**src/rtl/fpu_types_pkg.sv**
```systemverilog
// Shared half-precision types and constants for the FPU datapath.
// Holds the divider FSM encoding and the special result encodings.
package fpu_types_pkg;

    localparam int HALF_FLOAT_W    = 16;
    localparam int HALF_EXPONENT_W = 5;
    localparam int HALF_FRACTION_W = 10;

    typedef logic [HALF_EXPONENT_W-1:0] exp_t;
    typedef logic [HALF_FRACTION_W-1:0] mant_t;

    localparam logic [HALF_FLOAT_W-1:0] HALF_ZERO  = 16'h0000;
    localparam logic [HALF_FLOAT_W-1:0] HALF_ZERON = 16'h8000;
    localparam logic [HALF_FLOAT_W-1:0] HALF_QNAN  = 16'hFFFF;
    localparam logic [HALF_FLOAT_W-1:0] HALF_INF   = 16'h7C00;

    localparam int HALF_BIAS = 15;
    localparam int DIV_ITERS = 13;

    typedef enum logic [2:0] {
        DIV_IDLE  = 3'd0,
        DIV_NORM  = 3'd1,
        DIV_DIV   = 3'd2,
        DIV_ROUND = 3'd3,
        DIV_DONE  = 3'd4
    } div_state_t;

    // Left shift that moves the leading 1 of {1'b0, frac} up to bit 10.
    function automatic logic [3:0] lead_zero_shift(input mant_t frac);
        logic [3:0] sh;
        sh = 4'd0;
        for (int i = 0; i < HALF_FRACTION_W; i++) begin
            if (frac[i]) begin
                sh = 4'(10 - i);
            end
        end
        return sh;
    endfunction

endpackage

```
**src/rtl/mant_div_radix2.sv**
```systemverilog
// Iterative radix-2 restoring divider for 11-bit significands.
// Produces one quotient bit per cycle; q[12] is the integer bit.
module mant_div_radix2
    import fpu_types_pkg::*;
(
    input  logic        CLK,
    input  logic        RST,
    input  logic        start,
    input  logic [10:0] ma,
    input  logic [10:0] mb,
    output logic [12:0] q,
    output logic        done
);

    logic [11:0] r_q;
    logic [11:0] r_sub;
    logic [11:0] r_d;
    logic [10:0] mb_q;
    logic [3:0]  cnt_q;
    logic        busy_q;
    logic [12:0] q_q;
    logic        q_bit;

    always_comb begin
        q_bit = (r_q >= {1'b0, mb_q});
        r_sub = q_bit ? (r_q - {1'b0, mb_q}) : r_q;
        r_d   = r_sub << 1;
    end

    always_ff @(posedge CLK) begin
        if (RST) begin
            r_q    <= '0;
            mb_q   <= '0;
            cnt_q  <= '0;
            busy_q <= 1'b0;
            q_q    <= '0;
        end else if (start) begin
            r_q    <= {1'b0, ma};
            mb_q   <= mb;
            cnt_q  <= 4'(DIV_ITERS - 1);
            busy_q <= 1'b1;
            q_q    <= '0;
        end else if (busy_q) begin
            r_q <= r_d;
            q_q <= {q_q[11:0], q_bit};
            if (cnt_q == 4'd0) begin
                busy_q <= 1'b0;
            end else begin
                cnt_q <= cnt_q - 4'd1;
            end
        end
    end

    // High during the final iteration, so q is complete on the following cycle.
    assign done = busy_q && (cnt_q == 4'd0);
    assign q    = q_q;

endmodule

```
**src/rtl/float_div_16bit.sv**
```systemverilog
// Half-precision divider: special-case decode, significand normalisation,
// iterative mantissa division and half-up rounding with valid/ready handshakes.
module float_div_16bit
    import fpu_types_pkg::*;
(
    input  logic                    CLK,
    input  logic                    RST,
    input  logic                    in_valid,
    output logic                    in_ready,
    input  logic [HALF_FLOAT_W-1:0] dividend,
    input  logic [HALF_FLOAT_W-1:0] divisor,
    output logic                    out_valid,
    input  logic                    out_ready,
    output logic [HALF_FLOAT_W-1:0] quotient,
    output logic [2:0]              flags
);

    localparam logic [2:0] S_IDLE  = DIV_IDLE;
    localparam logic [2:0] S_NORM  = DIV_NORM;
    localparam logic [2:0] S_DIV   = DIV_DIV;
    localparam logic [2:0] S_ROUND = DIV_ROUND;
    localparam logic [2:0] S_DONE  = DIV_DONE;

    logic [2:0]              state_q, state_d;
    logic [14:0]             a_q, b_q;
    logic                    sign_q;
    logic signed [7:0]       e_q;
    logic [HALF_FLOAT_W-1:0] quotient_q;
    logic [2:0]              flags_q;

    // Operand classification and special-case resolution
    exp_t  ea, eb;
    mant_t fa, fb;
    logic  a_nan, a_inf, a_zero, b_nan, b_inf, b_zero, in_sign;
    logic                    spec_hit;
    logic [HALF_FLOAT_W-1:0] spec_res;
    logic [2:0]              spec_flags;

    always_comb begin
        ea      = dividend[14:10];
        fa      = dividend[9:0];
        eb      = divisor[14:10];
        fb      = divisor[9:0];
        in_sign = dividend[15] ^ divisor[15];
        a_nan   = (&ea) && (|fa);
        a_inf   = (&ea) && !(|fa);
        a_zero  = !(|ea) && !(|fa);
        b_nan   = (&eb) && (|fb);
        b_inf   = (&eb) && !(|fb);
        b_zero  = !(|eb) && !(|fb);

        spec_hit   = 1'b1;
        spec_res   = HALF_QNAN;
        spec_flags = 3'b100;
        if (a_nan || b_nan || (a_zero && b_zero) || (a_inf && b_inf)) begin
            spec_res   = HALF_QNAN;
            spec_flags = 3'b100;
        end else if (b_zero && !a_inf) begin
            spec_res   = HALF_INF | {in_sign, 15'b0};
            spec_flags = 3'b010;
        end else if (a_inf) begin
            spec_res   = HALF_INF | {in_sign, 15'b0};
            spec_flags = 3'b000;
        end else if (a_zero || b_inf) begin
            spec_res   = in_sign ? HALF_ZERON : HALF_ZERO;
            spec_flags = 3'b000;
        end else begin
            spec_hit   = 1'b0;
            spec_flags = 3'b000;
        end
    end

    // Significand normalisation and unbiased-difference exponent
    logic [3:0]        sh_a, sh_b;
    logic [10:0]       ma_n, mb_n;
    logic signed [7:0] ea_eff, eb_eff, e_n;

    always_comb begin
        sh_a = lead_zero_shift(a_q[9:0]);
        sh_b = lead_zero_shift(b_q[9:0]);
        if (a_q[14:10] == 5'd0) begin
            ma_n   = {1'b0, a_q[9:0]} << sh_a;
            ea_eff = 8'sd1 - $signed({4'b0, sh_a});
        end else begin
            ma_n   = {1'b1, a_q[9:0]};
            ea_eff = $signed({3'b0, a_q[14:10]});
        end
        if (b_q[14:10] == 5'd0) begin
            mb_n   = {1'b0, b_q[9:0]} << sh_b;
            eb_eff = 8'sd1 - $signed({4'b0, sh_b});
        end else begin
            mb_n   = {1'b1, b_q[9:0]};
            eb_eff = $signed({3'b0, b_q[14:10]});
        end
        e_n = ea_eff - eb_eff + $signed(8'(HALF_BIAS));
    end

    logic [12:0] div_q;
    logic        div_done;

    mant_div_radix2 u_mant_div (
        .CLK   (CLK),
        .RST   (RST),
        .start (state_q == S_NORM),
        .ma    (ma_n),
        .mb    (mb_n),
        .q     (div_q),
        .done  (div_done)
    );

    // Rounding: normalise the quotient, denormalise if needed, round half-up
    logic [9:0]              mant_r, mant_s;
    logic                    guard_r, guard_s;
    logic signed [7:0]       e_r, e_base, e_fin;
    logic [7:0]              shamt;
    logic [10:0]             sub_bits, mant_inc;
    logic [HALF_FLOAT_W-1:0] round_res;
    logic [2:0]              round_flags;

    always_comb begin
        if (div_q[12]) begin
            mant_r  = div_q[11:2];
            guard_r = div_q[1];
            e_r     = e_q;
        end else begin
            mant_r  = div_q[10:1];
            guard_r = div_q[0];
            e_r     = e_q - 8'sd1;
        end

        shamt    = 8'd0;
        sub_bits = '0;
        if (e_r <= 8'sd0) begin
            // Shifts past the 12-bit window drain every bit, giving a signed zero.
            shamt    = 8'(8'sd1 - e_r);
            sub_bits = 11'({1'b1, mant_r, guard_r} >> shamt);
            mant_s   = sub_bits[10:1];
            guard_s  = sub_bits[0];
            e_base   = 8'sd0;
        end else begin
            mant_s   = mant_r;
            guard_s  = guard_r;
            e_base   = e_r;
        end

        mant_inc = {1'b0, mant_s} + {10'b0, guard_s};
        e_fin    = e_base + $signed({7'b0, mant_inc[10]});

        if (e_fin >= 8'sd31) begin
            round_res   = HALF_INF | {sign_q, 15'b0};
            round_flags = 3'b001;
        end else begin
            round_res   = {sign_q, e_fin[4:0], mant_inc[9:0]};
            round_flags = 3'b000;
        end
    end

    always_comb begin
        state_d = state_q;
        case (state_q)
            S_IDLE:  if (in_valid) state_d = spec_hit ? S_DONE : S_NORM;
            S_NORM:  state_d = S_DIV;
            S_DIV:   if (div_done) state_d = S_ROUND;
            S_ROUND: state_d = S_DONE;
            S_DONE:  if (out_ready) state_d = S_IDLE;
            default: state_d = S_IDLE;
        endcase
    end

    always_ff @(posedge CLK) begin
        if (RST) begin
            state_q    <= S_IDLE;
            a_q        <= '0;
            b_q        <= '0;
            sign_q     <= 1'b0;
            e_q        <= '0;
            quotient_q <= '0;
            flags_q    <= '0;
        end else begin
            state_q <= state_d;
            if (state_q == S_IDLE && in_valid) begin
                a_q    <= dividend[14:0];
                b_q    <= divisor[14:0];
                sign_q <= in_sign;
                if (spec_hit) begin
                    quotient_q <= spec_res;
                    flags_q    <= spec_flags;
                end
            end
            if (state_q == S_NORM) begin
                e_q <= e_n;
            end
            if (state_q == S_ROUND) begin
                quotient_q <= round_res;
                flags_q    <= round_flags;
            end
        end
    end

    assign in_ready  = (state_q == S_IDLE);
    assign out_valid = (state_q == S_DONE);
    assign quotient  = quotient_q;
    assign flags     = flags_q;

endmodule
```
**config.mk**
```make
export PLATFORM = sky130hd
export DESIGN_NAME = float_div_16bit
export DESIGN_NICKNAME = d
export VERILOG_FILES = /design/src/rtl/fpu_types_pkg.sv /design/src/rtl/mant_div_radix2.sv /design/src/rtl/float_div_16bit.sv
export SDC_FILE = /design/constraint.sdc
export NUM_CORES = 1
export LEC_CHECK = 0
export ABC_CLOCK_PERIOD_IN_PS = 8950
export CORE_ASPECT_RATIO = 1.1
export CORE_MARGIN = 2
export CORE_UTILIZATION = 30
export CTS_CLUSTER_DIAMETER = 100
export DETAILED_ROUTE_END_ITERATION = 10
export PLACE_DENSITY = 0.45
export SLEW_MARGIN = 20
export SYNTH_ARGS = -nofsm -noshare
export SYNTH_HDL_FRONTEND = slang
export SYNTH_SLANG_ARGS = --single-unit
```
**constraint.sdc**
```tcl
create_clock -name CLK -period 8.95 [get_ports CLK]
set_input_delay 2.2375 -clock CLK [delete_from_list [all_inputs] [get_ports CLK]]
set_output_delay 2.2375 -clock CLK [all_outputs]
set_load 0.02 [all_outputs]
```
==> flow_metrics.py <==
metrics = {
    "worst_setup_path": {
        "cp_max_fo": 24,
        "cpMaxStageDelayCell": "dfxtp_1",
        "worstPathArrival_ps": 7630,
        "timing.setup.critical_path_class": "register to register",
        "data_required_critical_path_ps": 9210,
        "slowest_delay_ps": 820,
        "worst-path-buf-inv": 3,
        "cpMostUsedCell": "ha_1",
        "worstSetupEndpointType": "register",
        "critical-path-top-delay-family": "simple AND/OR/NAND/NOR gates",
        "startpoint_type": "register",
    },
    "yosys": {
        "post-synth-top-count-cell": "nand2_1",
        "netlist_area_mm2": 0.00753,
        "async_reset_ff_frac": 0,
        "dominantRegCellSynth": "dfxtp_1",
        "synth_sequential_area_ratio": 0.271,
        "synth_edf_count": 0,
        "synth_top_area_share": 0.271,
        "synthDistinctLibCells": 81,
        "synth_nets": 1082,
        "synthCells": 1011,
        "syn_area_per_cell_um2": 7.44,
        "postSynthRegisterBits": 102,
        "synth_area_leader_cell": "dfxtp_1",
        "synth.top_cells.by_area": "dfxtp_1, nand2_1, a21oi_1, mux2i_1, ha_1",
        "synthTopCellsByCount": "nand2_1, nor2_1, a21oi_1",
        "yosys_warn_count": 0,
    },
    "clocking": {
        "clock_tree.buffer_depth": 2,
        "cts.sinks": 102,
        "clk_pin_slew_ps": 70,
        "cts_made_buffers": 9,
        "htree_levels": 3,
        "clock_latency_ps": 360,
        "cts_repair_resize_count": 0,
        "cts_hold_buffers": 0,
        "tritoncts_clock_tree": "built",
        "cts_root_buf": "clkbuf_16",
        "cts_setup_buffers": 0,
    },
    "sta": {
        "post-route-period-util": 0.824,
        "maxSlewHeadroom": 0.271,
        "final-max-slew-violation-count": 0,
        "number_of_failing_setup_endpoints_in_the_final_timing_report": 0,
        "tightestPinTransition_ps": 1090,
        "hold_viol": 0,
        "clock-skew-final_ps": 10.8,
        "achievable-frequency_mhz": 136,
        "holdWs_ps": 455,
        "final_min_period_ps": 7380,
        "setup_total_negative_slack_ps": 0,
        "rsz0062_at_grt": "no",
    },
    "pwr": {
        "power_per_cell_area_mw_per_mm2": 309,
        "irDropWorstVdd_v": 0.000154,
        "leakage_nw": 3.12,
        "fin_total_pwr_w": 0.00264,
    },
    "routing": {
        "detail_route.iter0.violations": 402,
        "vias_per_cell": 5.30,
        "postRouteWirelength_um": 22000,
        "first_pass_iters": 5,
        "wl_per_cell_um": 16.5,
        "drt_drc_violations_left": 0,
        "final_antenna_net_count": 0,
        "route.vias.total": 7064,
    },
    "finish": {
        "area_growth_syn_to_layout_pct": 13.5,
        "antenna_cells_inserted": 0,
        "final_layout_size_suffix_gt1_frac": 0.0547,
        "final-instance-count-excl-fill": 1333,
        "layout.filler_cells": 2643,
        "finish.net_count": 1089,
        "final_util": 0.348,
    },
    "outcome": {
        "outcome": "finished clean",
    },
    "placement": {
        "final_gp_congestion": 0.861,
        "placed_cells": 1317,
        "hpwlAfterDp_um": 16400,
        "portBuffers": 56,
    },
    "floorplan": {
        "io_pins": 57,
        "floorplan.initialDensity": 0.307,
        "placementRows": 60,
        "die_height_um": 170,
        "floorplan.core_area_mm2": 0.0245,
        "die_w_um": 155,
        "floorplan.die_area_mm2": 0.0264,
    },
    "worst_hold_path": {
        "worst_hold_class": "register to register",
    },
    "global_route": {
        "grt_max_degree": 78,
        "globalRouteTotalUtil": 0.171,
        "antenna_violations_before_repair": 0,
        "grt_residual_overflow": 0,
        "grt_pass1_wl_um": 36500,
        "vias_in_the_first_global_route": 6876,
    },
    "run": {
        "cap_viol_max_count": 0,
    },
}
==> registers in the layout (all words and copies together), names as in the netlist <==
register	count
e_q	8
flags	3
u_mant_div.busy_q	1
sign_q	1
state_q	3
u_mant_div.mb_q	11
u_mant_div.cnt_q	4
a_q	15
quotient	16
u_mant_div.r_q	12
b_q	15
u_mant_div.q	13
==> layout by cell type, fill, tap and decap left out, types with 4 or more instances in the layout <==
| master | n |
|---|---|
| mux4_2 | 4 |
| and3_1 | 6 |
| xnor2_1 | 22 |
| clkbuf_16 | 9 |
| buf_4 | 8 |
| nand2b_1 | 20 |
| mux2i_1 | 47 |
| a31oi_1 | 13 |
| o211ai_1 | 11 |
| a211oi_1 | 22 |
| o22ai_1 | 8 |
| inv_1 | 41 |
| nand4_1 | 10 |
| nor3_1 | 24 |
| nand3_1 | 19 |
| nor2_1 | 110 |
| xor2_1 | 12 |
| o21ai_0 | 47 |
| mux2_2 | 6 |
| nand3b_1 | 4 |
| nand2_1 | 142 |
| nor2b_1 | 17 |
| dfxtp_1 | 102 |
| clkdlybuf4s50_1 | 55 |
| o2111ai_1 | 4 |
| or3_1 | 5 |
| a21o_1 | 11 |
| ha_1 | 33 |
| a221oi_1 | 5 |
| a21oi_1 | 106 |
| nor4_1 | 14 |
==> cell families (layout without fill, tap and decap cells) <==
group / count (synthesis) / after routing / synth area share
fa+ha+maj: 35 / 35 / 0.0602
buf+inv: 112 / 124 / 0.0597
compound gates: 275 / 275 / 0.238
simple gates: 396 / 396 / 0.248
flops: 102 / 102 / 0.271
mux: 57 / 57 / 0.0835
xor+xnor: 34 / 34 / 0.0396
==> per-layer routing <==
| layer | vias to the layer above | track usage | wire length [µm] |
|---|---|---|---|
| met2 | 107 | 0.301 | 10900 |
| met1 | 3316 | 0.218 | 10200 |
| met5 | - | 0 | 0 |
| li1 | 3617 | - | - |
| met4 | 0 | 0.0499 | 373 |
| met3 | 24 | 0.0237 | 561 |
==> where the power goes <==
| group | switching, W | total, W | internal, W |
|---|---|---|---|
| combinational | 0.000970 | 0.00161 | 0.000643 |
| clock | 0.000192 | 0.000410 | 0.000218 |
| sequential | 0.0000994 | 0.000617 | 0.000518 |
==> through the flow <==
step / area [µm²] / setup WS [ps]
2_1_floorplan: 7530 / 2810
3_3_place_gp: 8250 / 1770
3_5_place_dp: 8250 / 1570
4_1_cts: 8540 / 1500
5_1_grt: 8550 / 562
6_report: 8550 / 1570
==> area by class of cell <==
| type | count | area (µm²) | share of cell area |
|---|---|---|---|
| clock inverter | 7 | 72.6 | 0.00849 |
| multi-input combinational | 797 | 5040 | 0.589 |
| tap | 310 | 388 | 0.0454 |
| inverter | 44 | 165 | 0.0193 |
| sequential | 102 | 2040 | 0.239 |
| clock buffer | 9 | 225 | 0.0264 |
| timing repair buffer | 64 | 616 | 0.0720 |
==> tightest hold or removal path: stages, from the launching register on <==
cell	delay [ps]
dfxtp_1	310
nand2_1	50
a21oi_1	50
==> worst paths after layout <==
path,cells after the start,slack (ps),start,endpoint
worst min-delay path,2,450,flags[1],flags[1]
worst max register to register,30,1570,e_q[0],quotient[5]
worst max-delay path,30,1570,e_q[0],quotient[5]
worst min register to register,2,450,flags[1],flags[1]
Power figures use the tool's default switching activity.
